### src/rtl/lc3b_types.sv
// Shared LC-3b memory-side types: word/line widths and line geometry.
package lc3b_types;
  typedef logic [15:0]  lc3b_word;
  typedef logic [127:0] lc3b_line;

  localparam int WORDS_PER_LINE = 8;
  localparam int OFFSET_BITS    = 4;
endpackage

### src/rtl/line_adapter_line_buffer.sv
// Line-wide word store: full-line parallel load, word-indexed write,
// word-indexed read and full-line read.
module line_buffer #(
  parameter int  WORD_WIDTH     = 16,
  parameter int  WORDS_PER_LINE = 8,
  localparam int IDX_W          = $clog2(WORDS_PER_LINE),
  localparam int LINE_WIDTH     = WORD_WIDTH * WORDS_PER_LINE
) (
  input  logic                  clk,
  input  logic                  load_en,
  input  logic [LINE_WIDTH-1:0] load_line,
  input  logic                  wr_en,
  input  logic [IDX_W-1:0]      wr_idx,
  input  logic [WORD_WIDTH-1:0] wr_word,
  input  logic [IDX_W-1:0]      rd_idx,
  output logic [WORD_WIDTH-1:0] rd_word,
  output logic [LINE_WIDTH-1:0] line
);
  logic [WORDS_PER_LINE-1:0][WORD_WIDTH-1:0] words;

  // Load and word write are never requested together; load wins if they are.
  always_ff @(posedge clk) begin
    for (int i = 0; i < WORDS_PER_LINE; i++) begin
      if (load_en)
        words[i] <= load_line[i*WORD_WIDTH +: WORD_WIDTH];
      else if (wr_en && wr_idx == IDX_W'(i))
        words[i] <= wr_word;
    end
  end

  assign rd_word = words[rd_idx];
  assign line    = words;
endmodule

### src/rtl/line_adapter.sv
// Converts one line-wide request into a WORDS_PER_LINE-beat burst on a
// word-wide memory bus; single line ack upstream.
module line_adapter #(
  parameter int  WORD_WIDTH     = $bits(lc3b_types::lc3b_word),
  parameter int  WORDS_PER_LINE = lc3b_types::WORDS_PER_LINE,
  parameter int  ADDR_WIDTH     = 16,
  localparam int LINE_WIDTH     = WORD_WIDTH * WORDS_PER_LINE
) (
  input  logic                  clk,
  input  logic                  reset,
  input  logic                  cyc_in,
  input  logic                  stb_in,
  input  logic                  we_in,
  input  logic [ADDR_WIDTH-1:0] adr_in,
  input  logic [LINE_WIDTH-1:0] dat_in,
  output logic [LINE_WIDTH-1:0] dat_out,
  output logic                  ack_out,
  output logic                  mem_cyc,
  output logic                  mem_stb,
  output logic                  mem_we,
  output logic [ADDR_WIDTH-1:0] mem_adr,
  output logic [WORD_WIDTH-1:0] mem_wdata,
  input  logic [WORD_WIDTH-1:0] mem_rdata,
  input  logic                  mem_ack
);
  localparam int OFFSET_BITS = $clog2(LINE_WIDTH / 8);
  localparam int CNT_W       = $clog2(WORDS_PER_LINE);
  localparam logic [CNT_W-1:0]      LAST_BEAT  = CNT_W'(WORDS_PER_LINE - 1);
  localparam logic [ADDR_WIDTH-1:0] WORD_BYTES = ADDR_WIDTH'(WORD_WIDTH / 8);

  typedef enum logic [1:0] {IDLE, BURST, DONE} state_t;

  state_t                state;
  logic [CNT_W-1:0]      count;
  logic                  we_q;
  logic                  req;
  logic [ADDR_WIDTH-1:0] base;
  logic                  buf_load, buf_wr;
  logic [CNT_W-1:0]      rd_idx;
  logic [WORD_WIDTH-1:0] rd_word;
  logic [LINE_WIDTH-1:0] buf_line;
  logic                  unused_ofs;

  assign req        = cyc_in & stb_in;
  assign base       = {adr_in[ADDR_WIDTH-1:OFFSET_BITS], {OFFSET_BITS{1'b0}}};
  assign unused_ofs = ^adr_in[OFFSET_BITS-1:0];

  assign buf_load = !reset && state == IDLE && req && we_in;
  assign buf_wr   = !reset && state == BURST && mem_ack && !we_q;
  // Write data is registered, so the buffer is read one beat ahead.
  assign rd_idx   = (state == IDLE) ? '0 : CNT_W'(count + 1'b1);

  line_buffer #(
    .WORD_WIDTH    (WORD_WIDTH),
    .WORDS_PER_LINE(WORDS_PER_LINE)
  ) u_buf (
    .clk      (clk),
    .load_en  (buf_load),
    .load_line(dat_in),
    .wr_en    (buf_wr),
    .wr_idx   (count),
    .wr_word  (mem_rdata),
    .rd_idx   (rd_idx),
    .rd_word  (rd_word),
    .line     (buf_line)
  );

  always_ff @(posedge clk) begin
    if (reset) begin
      state     <= IDLE;
      count     <= '0;
      we_q      <= 1'b0;
      ack_out   <= 1'b0;
      mem_cyc   <= 1'b0;
      mem_stb   <= 1'b0;
      mem_we    <= 1'b0;
      mem_adr   <= '0;
      mem_wdata <= '0;
      dat_out   <= '0;
    end else begin
      case (state)
        IDLE: begin
          ack_out <= 1'b0;
          if (req) begin
            we_q      <= we_in;
            count     <= '0;
            mem_cyc   <= 1'b1;
            mem_stb   <= 1'b1;
            mem_we    <= we_in;
            mem_adr   <= base;
            mem_wdata <= we_in ? dat_in[WORD_WIDTH-1:0] : rd_word;
            state     <= BURST;
          end
        end
        BURST: begin
          if (mem_ack) begin
            if (count == LAST_BEAT) begin
              mem_cyc   <= 1'b0;
              mem_stb   <= 1'b0;
              mem_we    <= 1'b0;
              mem_adr   <= '0;
              mem_wdata <= '0;
              ack_out   <= 1'b1;
              // Last word is still on mem_rdata; merge it in directly.
              if (!we_q)
                dat_out <= {mem_rdata, buf_line[LINE_WIDTH-WORD_WIDTH-1:0]};
              state     <= DONE;
            end else begin
              count     <= count + 1'b1;
              mem_adr   <= mem_adr + WORD_BYTES;
              mem_wdata <= rd_word;
            end
          end
        end
        DONE: begin
          ack_out <= 1'b0;
          state   <= IDLE;
        end
        default: state <= IDLE;
      endcase
    end
  end
endmodule

### config.mk
export PLATFORM = sky130hd
export DESIGN_NAME = line_adapter
export DESIGN_NICKNAME = d
export VERILOG_FILES = /design/src/rtl/lc3b_types.sv /design/src/rtl/line_adapter_line_buffer.sv /design/src/rtl/line_adapter.sv
export SDC_FILE = /design/constraint.sdc
export NUM_CORES = 1
export LEC_CHECK = 0
export BUFFER_PORTS_ARGS = -buffer_cell sky130_fd_sc_hd__buf_2
export CORE_UTILIZATION = 54
export CTS_BUF_LIST = sky130_fd_sc_hd__clkbuf_4 sky130_fd_sc_hd__clkbuf_8
export DETAILED_ROUTE_END_ITERATION = 7
export HOLD_SLACK_MARGIN = 0.03
export PLACE_DENSITY = 0.81
export SLEW_MARGIN = 20
export SYNTH_ARGS = -nofsm -noshare
export SYNTH_HDL_FRONTEND = slang
export SYNTH_SLANG_ARGS = --single-unit
export TNS_END_PERCENT = 50
### constraint.sdc
create_clock -name clk -period 2.6 [get_ports clk]
set_input_delay 0 -clock clk [delete_from_list [all_inputs] [get_ports clk]]
set_output_delay 0 -clock clk [all_outputs]
set_load 0.01 [all_outputs]
## Yosys cells after proc, flatten, opt, wreduce, memory -nomap -nowiden

Cells that the tools add are included.

- Bits in registers: 297
- Input port bits: 166
- Output and inout port bits: 164
- Word-level logic and storage cells: 116

- $add $sub $neg: 2
- $lt $le $gt $ge: 1
- Eq/ne operators: 13
- Muxes and demuxes: 45
- Bitwise gates (word level): 2
- Reduce and logical (&&, ||, !) cells: 36

Operators by type and width:

| cell | number |
|---|---|
| 2-to-1 mux 16 bit | 24 |
| one-hot mux 16 bit (2 select lines) | 2 |
| binary-select mux 16 bit (select 3 bit) | 1 |
| nonzero test 2 bit | 10 |
| adder 16 x 2 -> 16 bit, second input constant | 1 |
| logical AND 1 bit | 14 |
| == test 3 bit, second input constant | 4 |
| 2-to-1 mux 3 bit | 4 |
| AND reduction 4 bit | 3 |
| AND reduction 3 bit | 3 |
| == test 3 x 2 -> 1 bit, second input constant | 2 |
| 2-to-1 mux 1 bit | 6 |
| 2-to-1 mux 2 bit | 3 |
| != test 2 bit, second input constant | 3 |
| one-hot mux 1 bit (2 select lines) | 3 |
| one-hot mux 3 bit (2 select lines) | 1 |
| < comparator 3 x 4 -> 1 bit, second input constant | 1 |
| one-hot mux 2 bit (2 select lines) | 1 |
| adder 3 x 1 -> 3 bit, second input constant | 1 |
| == test 3 x 1 -> 1 bit, second input constant | 1 |
| logical NOT 3 bit | 1 |
| == test 2 x 1 -> 1 bit, second input constant | 1 |
| == test 2 bit, second input constant | 1 |
| logical NOT 1 bit | 2 |
| other kinds (6) | 6 |

## Depth between registers and ports, before layout

- Depth after elaboration: 7
- Depth in mapped cells: 10
- Gate-level depth less buffers: 7

## By module

A second synthesis with hierarchy kept.

- Cell total of the unflattened synthesis: 1310
- Area total of the unflattened synthesis: 12886.1 µm²

By module, submodules not included:

| module | instances | cells an instance | area an instance (µm²) | sequential area each (µm²) |
|---|---|---|---|---|
| line_adapter | 1 | 809 | 6686.4 | 3363.2 |
| line_buffer | 1 | 501 | 6199.7 | 3843.7 |

## Least setup slack after synthesis

Ideal clock, no wire load.

- Kind: reg2reg
- Start point: register state[1]
- End point: register u_buf.words (netlist bit u_buf.line[100]) (enable)
- Setup time: 0.373 ns
- Arrival: 1.795 ns
- Data required time: 2.227 ns
- Setup slack: 0.431 ns
- Stages on the path, launching flop included: 9
- Clock period less this slack: 2.169 ns
- Cell sequence: dfxtp_1 -> nor2_2 -> and3_4 -> and3_1 -> buf_4 -> buf_6 -> buf_6 -> buf_6 -> a31o_1

- Longest elaborated chain between the ends: 6
- Elaborated cells between the ends (all ways): 10
- Those cells by class: 1 x eq/ne; 9 x reduce/logical

RTL lines:

| element | RTL line | RTL |
|---|---|---|
| from (decl) | line_adapter.sv:33 | `state_t state;` |
| from (signal assigned) | line_adapter.sv:70 | `state <= IDLE;` |
| from (signal assigned) | line_adapter.sv:92 | `state <= BURST;` |
| from (signal assigned) | line_adapter.sv:107 | `state <= DONE;` |
| == test 2 x 1 -> 1 bit | line_adapter.sv:49 | `assign buf_wr = !reset && state == BURST && mem_ack && !we_q;` |
| logical AND 1 bit (3 in a row) | line_adapter.sv:49 |  |
| logical AND 1 bit | line_adapter_line_buffer.sv:26 | `else if (wr_en && wr_idx == IDX_W'(i))` |
| nonzero test 2 bit (no source line) (*) | - |  |
| to (signal, indexed assignment) | line_adapter_line_buffer.sv:25 | `words[i] <= load_line[i*WORD_WIDTH +: WORD_WIDTH];` |
| to (signal, indexed assignment) | line_adapter_line_buffer.sv:27 | `words[i] <= wr_word;` |
| to (decl) | line_adapter_line_buffer.sv:19 | `logic [WORDS_PER_LINE-1:0][WORD_WIDTH-1:0] words;` |

Mark *: on every way between the ends. The rest lies on a longest branch, timed or not.
A chain may end at the register's enable or synchronous reset.

## Worst setup path after layout

- Start point: register count[0]
- End point: register mem_wdata[5]

- Longest elaborated chain between the ends: 7
- Elaborated cells between the ends (all ways): 10
- Those cells by class: 1 x add/sub; 1 x eq/ne; 8 x mux

RTL lines:

| element | RTL line | RTL |
|---|---|---|
| from (decl) | line_adapter.sv:34 | `logic [CNT_W-1:0] count;` |
| from (signal assigned) | line_adapter.sv:109 | `count <= count + 1'b1;` |
| adder 3 x 1 -> 3 bit | line_adapter.sv:51 | `assign rd_idx = (state == IDLE) ? '0 : CNT_W'(count + 1'b1);` |
| 2-to-1 mux 3 bit | line_adapter.sv:51 |  |
| binary-select mux 16 bit (select 3 bit) | line_adapter_line_buffer.sv:31 | `assign rd_word = words[rd_idx];` |
| 2-to-1 mux 16 bit (not written as such) | line_adapter_line_buffer.sv:31 |  |
| 2-to-1 mux 16 bit (on tied branches) | line_adapter.sv:97, line_adapter.sv:91 |  |
| 2-to-1 mux 16 bit (on tied branches) | line_adapter.sv:96, line_adapter.sv:84 |  |
| one-hot mux 16 bit (2 select lines) (*) | line_adapter.sv:81 | `case (state)` |
| to (signal assigned) | line_adapter.sv:91 | `mem_wdata <= we_in ? dat_in[WORD_WIDTH-1:0] : rd_word;` |
| to (signal assigned) | line_adapter.sv:111 | `mem_wdata <= rd_word;` |
| to (decl) | line_adapter.sv:22 | `output logic [WORD_WIDTH-1:0] mem_wdata,` |

Mark *: on every way between the ends. The rest lies on a longest branch, timed or not. The select of a mux whose other input is x is not followed.

==> results by group <==
Drt
  – Iteration-0 DRC Markers: 1,424
  – Number of vias after detailed routing: around 12,000
  – Detailed-route wire length per cell: roughly 22 um
  – Routed vias/inst: 5.848
  – DRT antenna net count: 0
  – Total wirelength of the detailed-routed design: 46,960 um
  – First-pass iteration count of the detailed router: 8
  – Remaining DRCs: 0

Timing
  – Relative slew slack: 0.3745
  – Final Slew Violations: 0
  – Share of the clock period used by the worst path after layout: 0.9368
  – Maximum clock frequency: between 400 and 500 MHz
  – Number of endpoints with negative hold slack in the final report: 0
  – Final setup violation count: 0
  – Setup repair after global routing missed its margin: no
  – Max Clock Skew: around 0.043 ns
  – Clock period minus final worst setup slack: roughly 2.4 ns
  – Setup Total Neg Slack: 0 ns
  – Worst slew pin tran: around 0.94 ns

Setup path
  – Gate family responsible for the most delay along the worst path: compound AO/OA/AOI/OAI gates
  – Buffering stage count on the worst path with inverters included: 1
  – Type of destination of the critical path: flip-flop
  – Total stage count of the critical path: 7
  – Delay contributed by the slowest stage of the critical path: about 0.50 ns
  – Setup crit start kind: flip-flop
  – Maximum fanout along the worst path: 16
  – Worst path arrival time: a little under 3 ns
  – CP max-delay cell: sky130_fd_sc_hd__a222oi_1
  – Required time worst endpoint: ~3.1 ns
  – Cell Chain, Critical Path: inv_2 -> ha_4 -> nand2_1 -> o21ai_0 -> a222oi_1 -> nor3_1 -> o21ai_1
  – Category of the most critical setup path: flip-flop to flip-flop
  – R2r worst-path depth: 7

Clock tree
  – CTS root buf: sky130_fd_sc_hd__clkbuf_8
  – Sink count of the clock tree: 296
  – TritonCTS clock tree: built
  – Clock network latency to the later pin of the worst-skew pair: 0.58 ns
  – Post-CTS setup repair buffer count: 0
  – Total clock buffers created by CTS: 47
  – Post-CTS clock slew at the launch and capture registers of the worst setup and hold paths: about 0.07 ns
  – Depth of the CTS H-tree: 2
  – Maximum clock path buffer count: 3

Synthesis
  – Number of warnings printed during yosys synthesis: 0
  – Seq/Total Area, Yosys: 0.5621
  – Fraction of synthesis flops using an asynchronous set or reset pin: 0
  – Syn_nets: 1,441
  – Main flop type after synthesis: sky130_fd_sc_hd__dfxtp_1
  – Unique cell type count in the Yosys netlist: between 50 and 60
  – Number of synthesized register bits: between 200 and 300
  – Synthesized area per cell: 10.11 um2
  – Post-synth EDFFs: 128
  – Post-Synthesis Cells: 1,268
  – Area of the mapped netlist: between 10,000 and 15,000 um2

Global routing
  – Vias in the first global route: 12,130
  – Number of antenna violations at the first check in global routing: 0
  – First-pass GRT wire length: around 70,000 um
  – Remaining global-route overflow: 0
  – GRT Total Usage: 0.3783
  – Pin count of the biggest net entering global routing: 75

Run status
  – Run status: completed

Power
  – Overall power: approximately 11 mW
  – Comb pwr share: 0.100
  – Clock power frac: 0.432
  – Power per unit of standard cell area: 620.0 nW/um2
  – Internal power consumption: a little over 8 mW
  – Relative contribution of sequential cells to total power: 0.468
  – Switching power: 2.581 mW
  – VDD IR-drop max: 0.0003811 V
  – Share of total power consumed by net switching: 0.2416
  – Static Leak: ~7.6 nW

Placement
  – HPWL after detailed placement: approximately 29,000 um
  – Final RePlAce weighted congestion: approximately 0.9
  – Count of input and output buffers: between 300 and 400
  – Area of placed instances: approximately 15,000 um2

Min path
  – Depth of the worst hold-timing path: 3
  – Worst hold-check path type: input pin to flip-flop

Layout
  – Net count, final: ~1,900
  – Area added between synthesis and finish: 34.38%
  – Layout cells sized above 1: 0.2657
  – Finished layout cell area: about 17,000 um2
  – Count of filler cells inserted in the layout: between 1,500 and 2,000
  – Commonest cells after routing, fill and taps aside: sky130_fd_sc_hd__buf_2, sky130_fd_sc_hd__nand2_1, sky130_fd_sc_hd__dfxtp_1
  – Most common cell after layout, fill and taps aside: sky130_fd_sc_hd__buf_2

Die
  – Area of the placeable core: 23,400 um2
  – Number of ports placed on the die boundary: 330
  – Site row count: 56
  – DIE WIDTH: roughly 160 um
  – Die outline area: 24,360 um2
  – Starting Density: 0.5479
  – Die boundary height: 156.1 um

Run
  – Count of maximum capacitance violations: 0
logic make-up after synthesis:
logic type	Yosys count	synth area share
AO/OA/AOI/OAI	390	0.1943
other	1	0.0002925
buffers and inverters	133	0.06519
multiplexers	48	0.03855
adder cells (fa/ha/maj)	7	0.006831
XOR/XNOR	1	0.0006833
flip-flops	296	0.5621
AND/OR/NAND/NOR	392	0.1320
cells in the mapped netlist (2+ instances only):
library cell               instances  area (um2)
sky130_fd_sc_hd__o21ai_1          12       60.06
sky130_fd_sc_hd__nor4_1            2       12.51
sky130_fd_sc_hd__a32oi_1           3       26.28
sky130_fd_sc_hd__a221oi_1          3       26.28
sky130_fd_sc_hd__or3_1             2       12.51
sky130_fd_sc_hd__buf_1             7       26.28
sky130_fd_sc_hd__a31o_1            4       35.03
sky130_fd_sc_hd__a222oi_1         15       150.1
sky130_fd_sc_hd__buf_6            31       349.1
sky130_fd_sc_hd__a22o_1            2       17.52
sky130_fd_sc_hd__a22oi_1           6       45.04
sky130_fd_sc_hd__and3_1            6       37.54
sky130_fd_sc_hd__edfxtp_1        128        3844
sky130_fd_sc_hd__nand4_1           2       12.51
sky130_fd_sc_hd__nor2b_1          16       100.1
sky130_fd_sc_hd__ha_1              7       87.58
sky130_fd_sc_hd__dfxtp_1         168        3363
sky130_fd_sc_hd__nor2_1           26       97.59
sky130_fd_sc_hd__buf_4            24       180.2
sky130_fd_sc_hd__clkbuf_1         40       150.1
sky130_fd_sc_hd__a32o_1            2       20.02
sky130_fd_sc_hd__nand3_1          10       50.05
sky130_fd_sc_hd__nand3b_1          2       15.01
sky130_fd_sc_hd__o22ai_1          15       93.84
sky130_fd_sc_hd__nor3_1           21       105.1
sky130_fd_sc_hd__nand2_1         281        1055
sky130_fd_sc_hd__and2_1            8       50.05
sky130_fd_sc_hd__o221ai_1          2       17.52
sky130_fd_sc_hd__o21ai_0          41       205.2
sky130_fd_sc_hd__mux2i_1          46       460.4
sky130_fd_sc_hd__buf_2            11       55.05
sky130_fd_sc_hd__nor2_2            2       12.51
sky130_fd_sc_hd__a21o_1          134        1006
sky130_fd_sc_hd__a21oi_1         143       715.7
sky130_fd_sc_hd__inv_1            19       71.32
sky130_fd_sc_hd__and4_1            4       35.03
worst min-delay path, stage by stage:
cell	delay, ns
sky130_fd_sc_hd__dlygate4sd3_1	0.51
sky130_fd_sc_hd__buf_2	0.11
sky130_fd_sc_hd__a21o_1	0.10
metrics by stage:
step | instances | setup WS (ns) | hold slack (ns) | utilization
3_3_place_gp | 1843 | 0.4690 | 0.2475 | 0.6199
3_5_place_dp | 1843 | 0.3020 | 0.2574 | 0.6200
4_1_cts | 2092 | 0.2688 | 0.2214 | 0.7360
6_report | 2093 | 0.1644 | 0.2455 | 0.7362
5_1_grt | 2092 | 0.03725 | 0.2445 | 0.7361
2_1_floorplan | 1268 | 0.4314 | 0.1360 | -
area by class of cell:
cell class	instances	area [um2]	area share
flip-flops and latches	296	7207	0.4183
multi-input cells	839	4807	0.2790
repair buffers	530	3636	0.2110
clock buffers	71	914.6	0.05309
well taps	319	399.1	0.02317
clock inverters	17	187.7	0.01089
inverters	20	75.07	0.004357
diodes	1	2.502	0.0001452
routing by layer:
layer	wire length, um	track usage	up-vias
met5	0	0	-
met1	16750	0.4561	5699
met3	5238	0.07889	209
li1	-	-	5402
met2	21750	0.6061	930
met4	3223	0.2675	0
flip-flops by register name, summed over array words and instances, names as in the netlist, 2 cells and up:
name        flops
count           3
state           2
u_buf.line    128
mem_wdata      16
mem_adr        15
dat_out       128
power groups by stage:
| stage | registers, mW | clock network, mW | logic (mW) |
|---|---|---|---|
| 2_1_floorplan | 5.10 | 0 | 0.433 |
| 4_1_cts | 5.00 | 4.59 | 1.02 |
| 3_5_place_dp | 5.10 | 0 | 0.825 |
| 3_3_place_gp | 5.09 | 0 | 0.813 |
| 5_1_grt | 5.00 | 4.83 | 1.11 |
| 6_report | 5.00 | 4.62 | 1.07 |
path summary, 6_finish.rpt:
check	end	start	slack, ns
worst min-delay path	u_buf.line[24]	dat_in[24]	0.25
worst max-delay path	mem_wdata[5]	count[0]	0.16
worst max register to register	mem_wdata[5]	count[0]	0.16
worst min register to register	dat_out[4]	dat_out[4]	0.45
what timing repair did:
action,in CTS,in global routing
resized for setup,0,0
setup endpoints to repair,0,0
hold endpoints to repair,196,0
hold buffers,161,0
Note: power is estimated with default switching activity, not from simulation.
